**src/rtl/pc_fetch_unit.sv**
```systemverilog
// pc_fetch_unit: holds the architectural PC, fetches from instruction memory and
// presents instructions to decode over valid/ready, with one sequential prefetch slot.
module pc_fetch_unit #(
  parameter logic [31:0] RESET_PC = 32'h0000_3000
) (
  input  logic        clk,
  input  logic        reset,
  output logic [31:0] pc,
  input  logic [31:0] next_pc,
  output logic        imem_req,
  output logic [31:0] imem_addr,
  input  logic        imem_gnt,
  input  logic        imem_rvalid,
  input  logic [31:0] imem_rdata,
  output logic        instr_valid,
  output logic [31:0] instr,
  input  logic        instr_ready,
  output logic        fault
);

  typedef enum logic [2:0] {
    StFetch,
    StWait,
    StPfReq,
    StPfWait,
    StReady,
    StDrain,
    StFault
  } state_e;

  state_e      state_q, state_d;
  logic [31:0] pc_q, pc_d;
  logic [31:0] instr_q, instr_d;
  logic [31:0] pf_q, pf_d;
  logic [31:0] addr_q, addr_d;
  logic        req_q, req_d;

  logic        fire;
  logic        seq;
  logic        misaligned;
  logic        gnt;
  logic        outstanding;

  assign instr_valid = (state_q == StPfReq) || (state_q == StPfWait) || (state_q == StReady);
  assign fire        = instr_valid & instr_ready;
  // 32-bit wrap is intentional: 0xFFFFFFFC -> 0x00000000 counts as sequential
  assign seq         = (next_pc == pc_q + 32'd4);
  assign misaligned  = (next_pc[1:0] != 2'b00);
  assign gnt         = imem_gnt & req_q;

  assign pc        = pc_q;
  assign instr     = instr_q;
  assign imem_req  = req_q;
  assign imem_addr = addr_q;
  assign fault     = (state_q == StFault);

  // Next-state, PC update, instruction/prefetch capture and registered request
  always_comb begin
    state_d = state_q;
    pc_d    = pc_q;
    instr_d = instr_q;
    pf_d    = pf_q;

    if (fire) pc_d = next_pc;

    unique case (state_q)
      StFetch: begin
        if (gnt) state_d = StWait;
      end
      StWait: begin
        if (imem_rvalid) begin
          instr_d = imem_rdata;
          state_d = StPfReq;
        end
      end
      StPfReq: begin
        if (fire) begin
          // A granted prefetch of pc+4 is exactly the new instruction when seq
          if (seq) state_d = gnt ? StWait : StFetch;
          else     state_d = gnt ? StDrain : StFetch;
        end else if (gnt) begin
          state_d = StPfWait;
        end
      end
      StPfWait: begin
        if (fire) begin
          if (seq) begin
            if (imem_rvalid) begin
              instr_d = imem_rdata;
              state_d = StPfReq;
            end else begin
              state_d = StWait;
            end
          end else begin
            state_d = imem_rvalid ? StFetch : StDrain;
          end
        end else if (imem_rvalid) begin
          pf_d    = imem_rdata;
          state_d = StReady;
        end
      end
      StReady: begin
        if (fire) begin
          if (seq) begin
            instr_d = pf_q;
            state_d = StPfReq;
          end else begin
            state_d = StFetch;
          end
        end
      end
      StDrain: begin
        if (imem_rvalid) state_d = StFetch;
      end
      StFault: begin
        state_d = StFault;
      end
      default: state_d = StFault;
    endcase

    // Misaligned target wins over every other transition
    if (fire && misaligned) state_d = StFault;

    req_d  = (state_d == StFetch) || (state_d == StPfReq);
    addr_d = (state_d == StPfReq) ? pc_d + 32'd4 : pc_d;
  end

  // State and datapath registers
  always_ff @(posedge clk or posedge reset) begin
    if (reset) begin
      state_q <= StFetch;
      pc_q    <= RESET_PC;
      instr_q <= 32'h0;
      pf_q    <= 32'h0;
      req_q   <= 1'b1;
      addr_q  <= RESET_PC;
    end else begin
      state_q <= state_d;
      pc_q    <= pc_d;
      instr_q <= instr_d;
      pf_q    <= pf_d;
      req_q   <= req_d;
      addr_q  <= addr_d;
    end
  end

  // A response may only arrive while one is outstanding; FAULT may absorb a late one
  assign outstanding = (state_q == StWait) || (state_q == StPfWait) ||
                       (state_q == StDrain) || (state_q == StFault);

  assert property (@(posedge clk) disable iff (reset) imem_rvalid |-> outstanding);

endmodule

```
**config.mk**
```make
export PLATFORM = sky130hd
export DESIGN_NAME = pc_fetch_unit
export DESIGN_NICKNAME = d
export VERILOG_FILES = /design/src/rtl/pc_fetch_unit.sv
export SDC_FILE = /design/constraint.sdc
export NUM_CORES = 1
export LEC_CHECK = 0
export CORE_ASPECT_RATIO = 1.1
export CORE_MARGIN = 1.5
export CORE_UTILIZATION = 30
export CTS_CLUSTER_SIZE = 30
export DETAILED_ROUTE_END_ITERATION = 7
export PLACE_DENSITY_LB_ADDON = 0.2
export SETUP_SLACK_MARGIN = 0.4
export SLEW_MARGIN = 0
export SYNTH_ARGS = -nofsm -noshare
export SYNTH_HDL_FRONTEND = slang
export SYNTH_SLANG_ARGS = --single-unit
```
**constraint.sdc**
```tcl
create_clock -name clk -period 4.51 [get_ports clk]
set_input_delay 0.6765 -clock clk [delete_from_list [all_inputs] [get_ports clk]]
set_output_delay 0.6765 -clock clk [all_outputs]
set_load 0.005 [all_outputs]
```
==> flow_summary.yaml, run 1 <==
outcome:
  status: "finished clean"
placed_design:
  hpwlAfterDp_um: 15600
  gp_congestion: 0.893
  portBuffers: 167
  place_inst: 1128
min_path:
  holdCritPathClass: "flip-flop to flip-flop"
  whs_path_depth: 1
  hp-start: "instr[1]$_DFFE_PP0P_"
  min_to: "instr[1]$_DFFE_PP0P_"
worst_setup_path:
  start_kind: "flip-flop"
  reg2reg_slack_ps: 550
  r2r_start: "pc[12]$_DFF_PP1_"
  worstSetupPathType: "flip-flop to flip-flop"
  worstSetupStartpoint: "pc[12]$_DFF_PP1_"
  end_kind: "flip-flop"
  required_ps: 4820
  r2r_cells: 10
  cp_max_fo: 33
  crit_arrival_ps: 4260
  r2r-end: "instr[20]$_DFFE_PP0P_"
clocking:
  clk_latency_ps: 420
  clockBufferDepth: 2
  cts_tree: "yes"
  htree_levels: 4
  cts_buffers: 17
  clkSinkCount: 130
  clk_pin_slew_ps: 60
  root_buffer: "clkbuf_16"
  cts.hold.buffers_added: 0
cells_and_area:
  final_nets: 920
  area_growth_pct: 38.2
  postLayoutCoreUtil: 0.423
  fillers: 2304
  diodes: 0
  fin_cells: 1162
  drive_gt1_frac: 0.125
sta:
  slew_headroom: 0.259
  worstMarginPinSlew_ps: 1110
  setup_viol: 0
  fin_skew_ps: 13.2
  fmax_ghz: 0.253
  maxSlewViolCount: 0
  fin_setup_tns_ps: 0
  timing.hold.ws_ps: 485
  fin_crit_sh: 0.877
  fin_crit_ps: 3960
  rsz0062_at_grt: "yes"
  hold_viol_final: 0
synth:
  synth_edf_count: 0
  syn-num-nets: 751
  yosys.area.top_type_share: 0.446
  syn_inst: 680
  ys_ff_latch: 130
  synth_top_flop_cell: "dfrtp_1"
  ys_warn_count: 0
  synthTopCellsByArea: "dfrtp_1, xnor2_1, mux2_2"
  ys_seq_area_frac: 0.465
  netlist_area_um2: 7010
  syn_avg_cell_area_um2: 10.3
  yosys.cell_types.count: 70
  synthArstFlopShare: 1.00
  synth_top_area_cell: "dfrtp_1"
job:
  drv_cap: 0
global_route:
  grt_overflow: 0
  grt_usage: 0.179
  grt_max_degree: 64
  grt_first_pass_wirelength_um: 33300
  antenna_found_initial: 0
  grt_pass1_vias: 5949
drt:
  drt-total-wl_um: 21300
  vias: 5802
  antenna_left: 0
  vias_per_cell: 4.99
  drt_iter0_markers: 247
  firstDrtPassIters: 4
  drcViolationCount: 0
  wl_per_cell_um: 18.3
power_and_ir_drop:
  switching_share: 0.327
  power_switching_mw: 1.80
  combPwrFrac: 0.372
  ir_drop_mv: 0.254
  intPower_mw: 3.70
  p_leak_nw: 3.88
  seqPwrFrac: 0.360
  clkPwrFrac: 0.268
  total_power_mw: 5.50
  powerDensity_nw_per_um2: 568
floorplan:
  die_height_um: 163
  pin_count: 168
  die-area_um2: 24300
  start_util: 0.306
  dieWidth_um: 149
  core-area_um2: 22900
  row_count: 58
## Yosys cell counts, drive strengths merged (2+ instances only)
cell and count:
a22oi 2, mux2i 19, clkbuf 15, nand3 26
o21a 32, inv 19, a2111oi 3, and3 4
a2bb2oi 2, a211o 3, nor4 19, xor2 28
o21ai 10, o211ai 3, nand4 17, o22a 32
nor2 31, nor2b 6, a211oi 3, or3 3
o2111ai 2, ha 2, a31oi 8, nand2b 4
nor3b 6, xnor2 46, o31a 2, dfstp 5
or3b 2, nand2 76, nor4b 2, mux2 32
dfrtp 125, a21oi 14, or4 4, nor3 21
clkinv 2, o22ai 2, and2 2, nand4b 2
and4 6, buf 24
## area by class of cell
cell class,instances,area [um^2],share of cell area
repair buffers,189,1860,0.192
clock inverters,14,190,0.0196
clock buffers,18,439,0.0453
multi-input cells,490,3480,0.359
well taps,300,375,0.0387
inverters,21,82.6,0.00852
flip-flops and latches,130,3260,0.336
## what timing repair did
action / CTS / global route
endpoints found under the setup margin: 0 / 57
gates resized for setup: 0 / 1
buffers inserted: 0 / 2
## placed cells by master, fill, tap and decap left out, types with 4 or more instances in the layout
cell,instances
clkdlybuf4s50_1,167
dfrtp_1,125
nand2_1,75
xnor2_1,45
mux2_2,32
o22a_1,32
o21a_1,32
nor2_1,31
xor2_1,28
nand3_1,26
nor3_1,20
buf_4,20
mux2i_1,19
inv_1,18
nor4_1,17
clkbuf_16,17
nand4_1,15
a21oi_1,12
o21ai_0,9
a31oi_1,7
nor2b_1,6
nor3b_1,6
and4_1,6
inv_6,5
dfstp_2,5
nand2b_1,4
and3_1,4
## logic make-up (layout without fill, tap and decap cells)
family          after synthesis  after routing  synth area share
compound gates              128            128             0.140
xor+xnor                     74             74            0.0935
fa+ha+maj                     2              2           0.00357
buf+inv                      60            242            0.0410
flops                       130            130             0.465
mux                          51             51            0.0785
simple gates                235            235             0.178
## registers in the layout (all words and copies together) (netlist names)
| signal | count |
|---|---|
| imem_addr | 32 |
| pc | 30 |
| pf_q | 32 |
| instr | 32 |
| imem_req | 1 |
| state_q | 3 |
## worst max-delay path: stages (launching register included)
cell       delay [ps]
dfstp_2           610
nand4_4           190
or4_4             600
o31a_1            350
o2111ai_1         200
and4bb_1          220
and4_1            240
a31oi_4           860
nand2_2           130
buf_12            230
o21a_1            180
## through the flow
step                      area (um^2)  worst slack (ps)
after floorplan                  7010              1360
after global placement           9030               312
after detailed placement         9030               307
after CTS                        9660               481
after global routing             9690               294
final                            9690               554
## worst max-delay path by stage
stage,endpoint,slack (ps),depth (start not counted)
floorplan,instr[0]$_DFFE_PP0P_,1360,11
global placement,instr[22]$_DFFE_PP0P_,310,11
detailed placement,instr[2]$_DFFE_PP0P_,310,11
CTS,instr[2]$_DFFE_PP0P_,480,11
global route,instr[8]$_DFFE_PP0P_,290,10
finish,instr[20]$_DFFE_PP0P_,550,10
## power groups by stage
stage | clock network (mW) | registers (mW) | logic (mW)
CTS | 1.52 | 1.99 | 2.07
global route | 1.57 | 2.05 | 2.23
detailed placement | 0 | 2.01 | 2.06
floorplan | 0 | 1.94 | 0.918
global placement | 0 | 2.01 | 2.04
finish | 1.47 | 1.98 | 2.04
## layer usage
layer | share of wire | track usage | routed length (um)
met5 | 0 | 0 | 0
met1 | 0.46 | 0.232 | 9840
met2 | 0.48 | 0.301 | 10200
met4 | 0.015 | 0.0536 | 315
met3 | 0.045 | 0.0352 | 958
(Power assumes the default switching activity.)
==> inputs of run 2 (changes only) <==
--- a/config.mk
+++ b/config.mk
@@ -10,7 +10,6 @@
 export CORE_UTILIZATION = 30
 export CTS_CLUSTER_SIZE = 30
 export DETAILED_ROUTE_END_ITERATION = 7
-export PLACE_DENSITY_LB_ADDON = 0.2
 export SETUP_SLACK_MARGIN = 0.4
 export SLEW_MARGIN = 0
 export SYNTH_ARGS = -nofsm -noshare
==> run 2 against run 1 <==
Effect of this change: worst setup slack lost 63 ps; die area unchanged; sequential power barely moved; first-iteration DRC count increased by 13%; largest power group is now registers.
==> flow_summary.yaml, run 2 (synthesis results as in run 1) <==
drt:
  drt_iter0_markers: 279
  drcViolationCount: 0
  vias_per_cell: 5.08
  wl_per_cell_um: 17.8
  antenna_left: 0
  firstDrtPassIters: 5
  vias: 5882
  drt-total-wl_um: 20700
global_route:
  antenna_found_initial: 0
  grt_overflow: 0
  grt_pass1_vias: 5867
  use_met3: 0.0413
  grt_usage: 0.173
  grtUsageMet2: 0.278
  grt_first_pass_wirelength_um: 32400
  use_met1: 0.234
  grt_busiest_layer: "met2"
  grt_max_degree: 131
clocking:
  root_buffer: "clkbuf_16"
  clockBufferDepth: 2
  cts.hold.buffers_added: 0
  cts_buffers: 17
  htree_levels: 4
  post_cts_buffers: 0
  cts_tree: "yes"
  cts_resized: 0
  clkSinkCount: 130
  clk_pin_slew_ps: 70
  clk_latency_ps: 430
power_and_ir_drop:
  combPwrFrac: 0.369
  powerDensity_nw_per_um2: 563
  intPower_mw: 3.59
  seqPwrFrac: 0.370
  p_leak_nw: 3.85
  ir_drop_mv: 0.298
  power_switching_mw: 1.85
  clkPwrFrac: 0.262
  switching_share: 0.340
outcome:
  status: "finished clean"
floorplan:
  core-area_um2: 22900
  start_util: 0.306
  pin_count: 168
  die_height_um: 163
  die-area_um2: 24300
  row_count: 58
  dieWidth_um: 149
job:
  drv_cap: 0
sta:
  slew_headroom: 0.279
  setup_viol: 0
  setup_ws_ps: 490
  fin_crit_sh: 0.891
  worstMarginPinSlew_ps: 1080
  maxSlewViolCount: 0
  fin_setup_tns_ps: 0
  fin_skew_ps: 13.4
  fmax_ghz: 0.249
  fin_crit_ps: 4020
  timing.hold.ws_ps: 490
  rsz0062_at_grt: "yes"
  hold_viol_final: 0
placed_design:
  place_area_um2: 9040
  post-place-ws_ps: 366
  portBuffers: 167
  gp_congestion: 0.835
  hpwlAfterDp_um: 14800
worst_setup_path:
  end_kind: "flip-flop"
  required_ps: 4800
  crit_arrival_ps: 4310
  start_kind: "flip-flop"
  cp_max_fo: 21
  worstSetupPathType: "flip-flop to flip-flop"
cells_and_area:
  mostFrequentLayoutCells: "clkdlybuf4s50_1, dfrtp_1, nand2_1, xnor2_1"
  final_common_cell: "clkdlybuf4s50_1"
  final_area_um2: 9650
  area_growth_pct: 37.7
  final_nets: 917
  diodes: 0
  fillers: 2255
  drive_gt1_frac: 0.121
min_path:
  holdCritPathClass: "flip-flop to flip-flop"
## run 2: changes by cell type in the layout (fill, tap and decap cells not counted)
cell / previous run / this run
clkinv_8: 0 / 4
inv_2: 1 / 0
clkbuf_8: 1 / 0
bufinv_16: 3 / 1
inv_6: 5 / 4
clkinv_1: 1 / 2
buf_4: 20 / 17
clkinv_2: 1 / 0
clkinvlp_4: 1 / 2
## run 2: final cells by class
type                       count  area [um^2]  share of cell area
sequential                   130         3260               0.338
clock buffer                  17          425              0.0441
timing repair buffer         186         1840               0.191
clock inverter                15          189              0.0196
multi-input combinational    490         3480               0.361
tap                          300          375              0.0389
inverter                      21         82.6             0.00856
## run 2: power by group through the flow
stage,clock [mW],sequential [mW],combinational (mW)
5_1_grt,1.51,2.07,2.18
2_1_floorplan,0,1.94,0.918
4_1_cts,1.46,2.01,2.02
6_report,1.42,2.01,2.00
3_3_place_gp,0,2.02,1.99
3_5_place_dp,0,2.02,2.00
## run 2: metrics by stage
| stage | utilization | total power [mW] | cells |
|---|---|---|---|
| floorplan | - | 2.86 | 680 |
| global placement | 0.394 | 4.02 | 1127 |
| detailed placement | 0.394 | 4.02 | 1127 |
| CTS | 0.421 | 5.49 | 1159 |
| global route | 0.421 | 5.76 | 1159 |
| finish | 0.421 | 5.43 | 1159 |
## run 2: path summary, 6_finish.rpt
| path | slack, ps | cells past startpoint | to | startpoint |
|---|---|---|---|---|
| max in group asynchronous | 3160 | 3 | imem_addr[23]$_DFF_PP0_ | reset |
| setup / recovery | 490 | 10 | imem_addr[9]$_DFF_PP0_ | pc[6]$_DFF_PP0_ |
| setup reg to reg | 490 | 10 | imem_addr[9]$_DFF_PP0_ | pc[6]$_DFF_PP0_ |
| hold reg to reg | 490 | 1 | instr[31]$_DFFE_PP0P_ | instr[31]$_DFFE_PP0P_ |
| hold / removal | 490 | 1 | instr[31]$_DFFE_PP0P_ | instr[31]$_DFFE_PP0P_ |
| min in group asynchronous | 790 | 3 | imem_addr[0]$_DFFE_PP0P_ | reset |
## run 2: layer usage
layer / vias up / wire length [um]
li1: 2789 / -
met1: 2880 / 9680
met2: 194 / 9640
met3: 19 / 1120
met4: 0 / 229
met5: - / 0
## run 2: worst max-delay path, stage by stage, from the launching register on
cell,delay [ps]
dfrtp_1,560
nand4_2,290
or4_4,590
o31a_1,340
o2111ai_1,200
and4bb_1,230
and4_1,250
a21oi_2,850
buf_4,330
nor3_1,80
xnor2_1,150
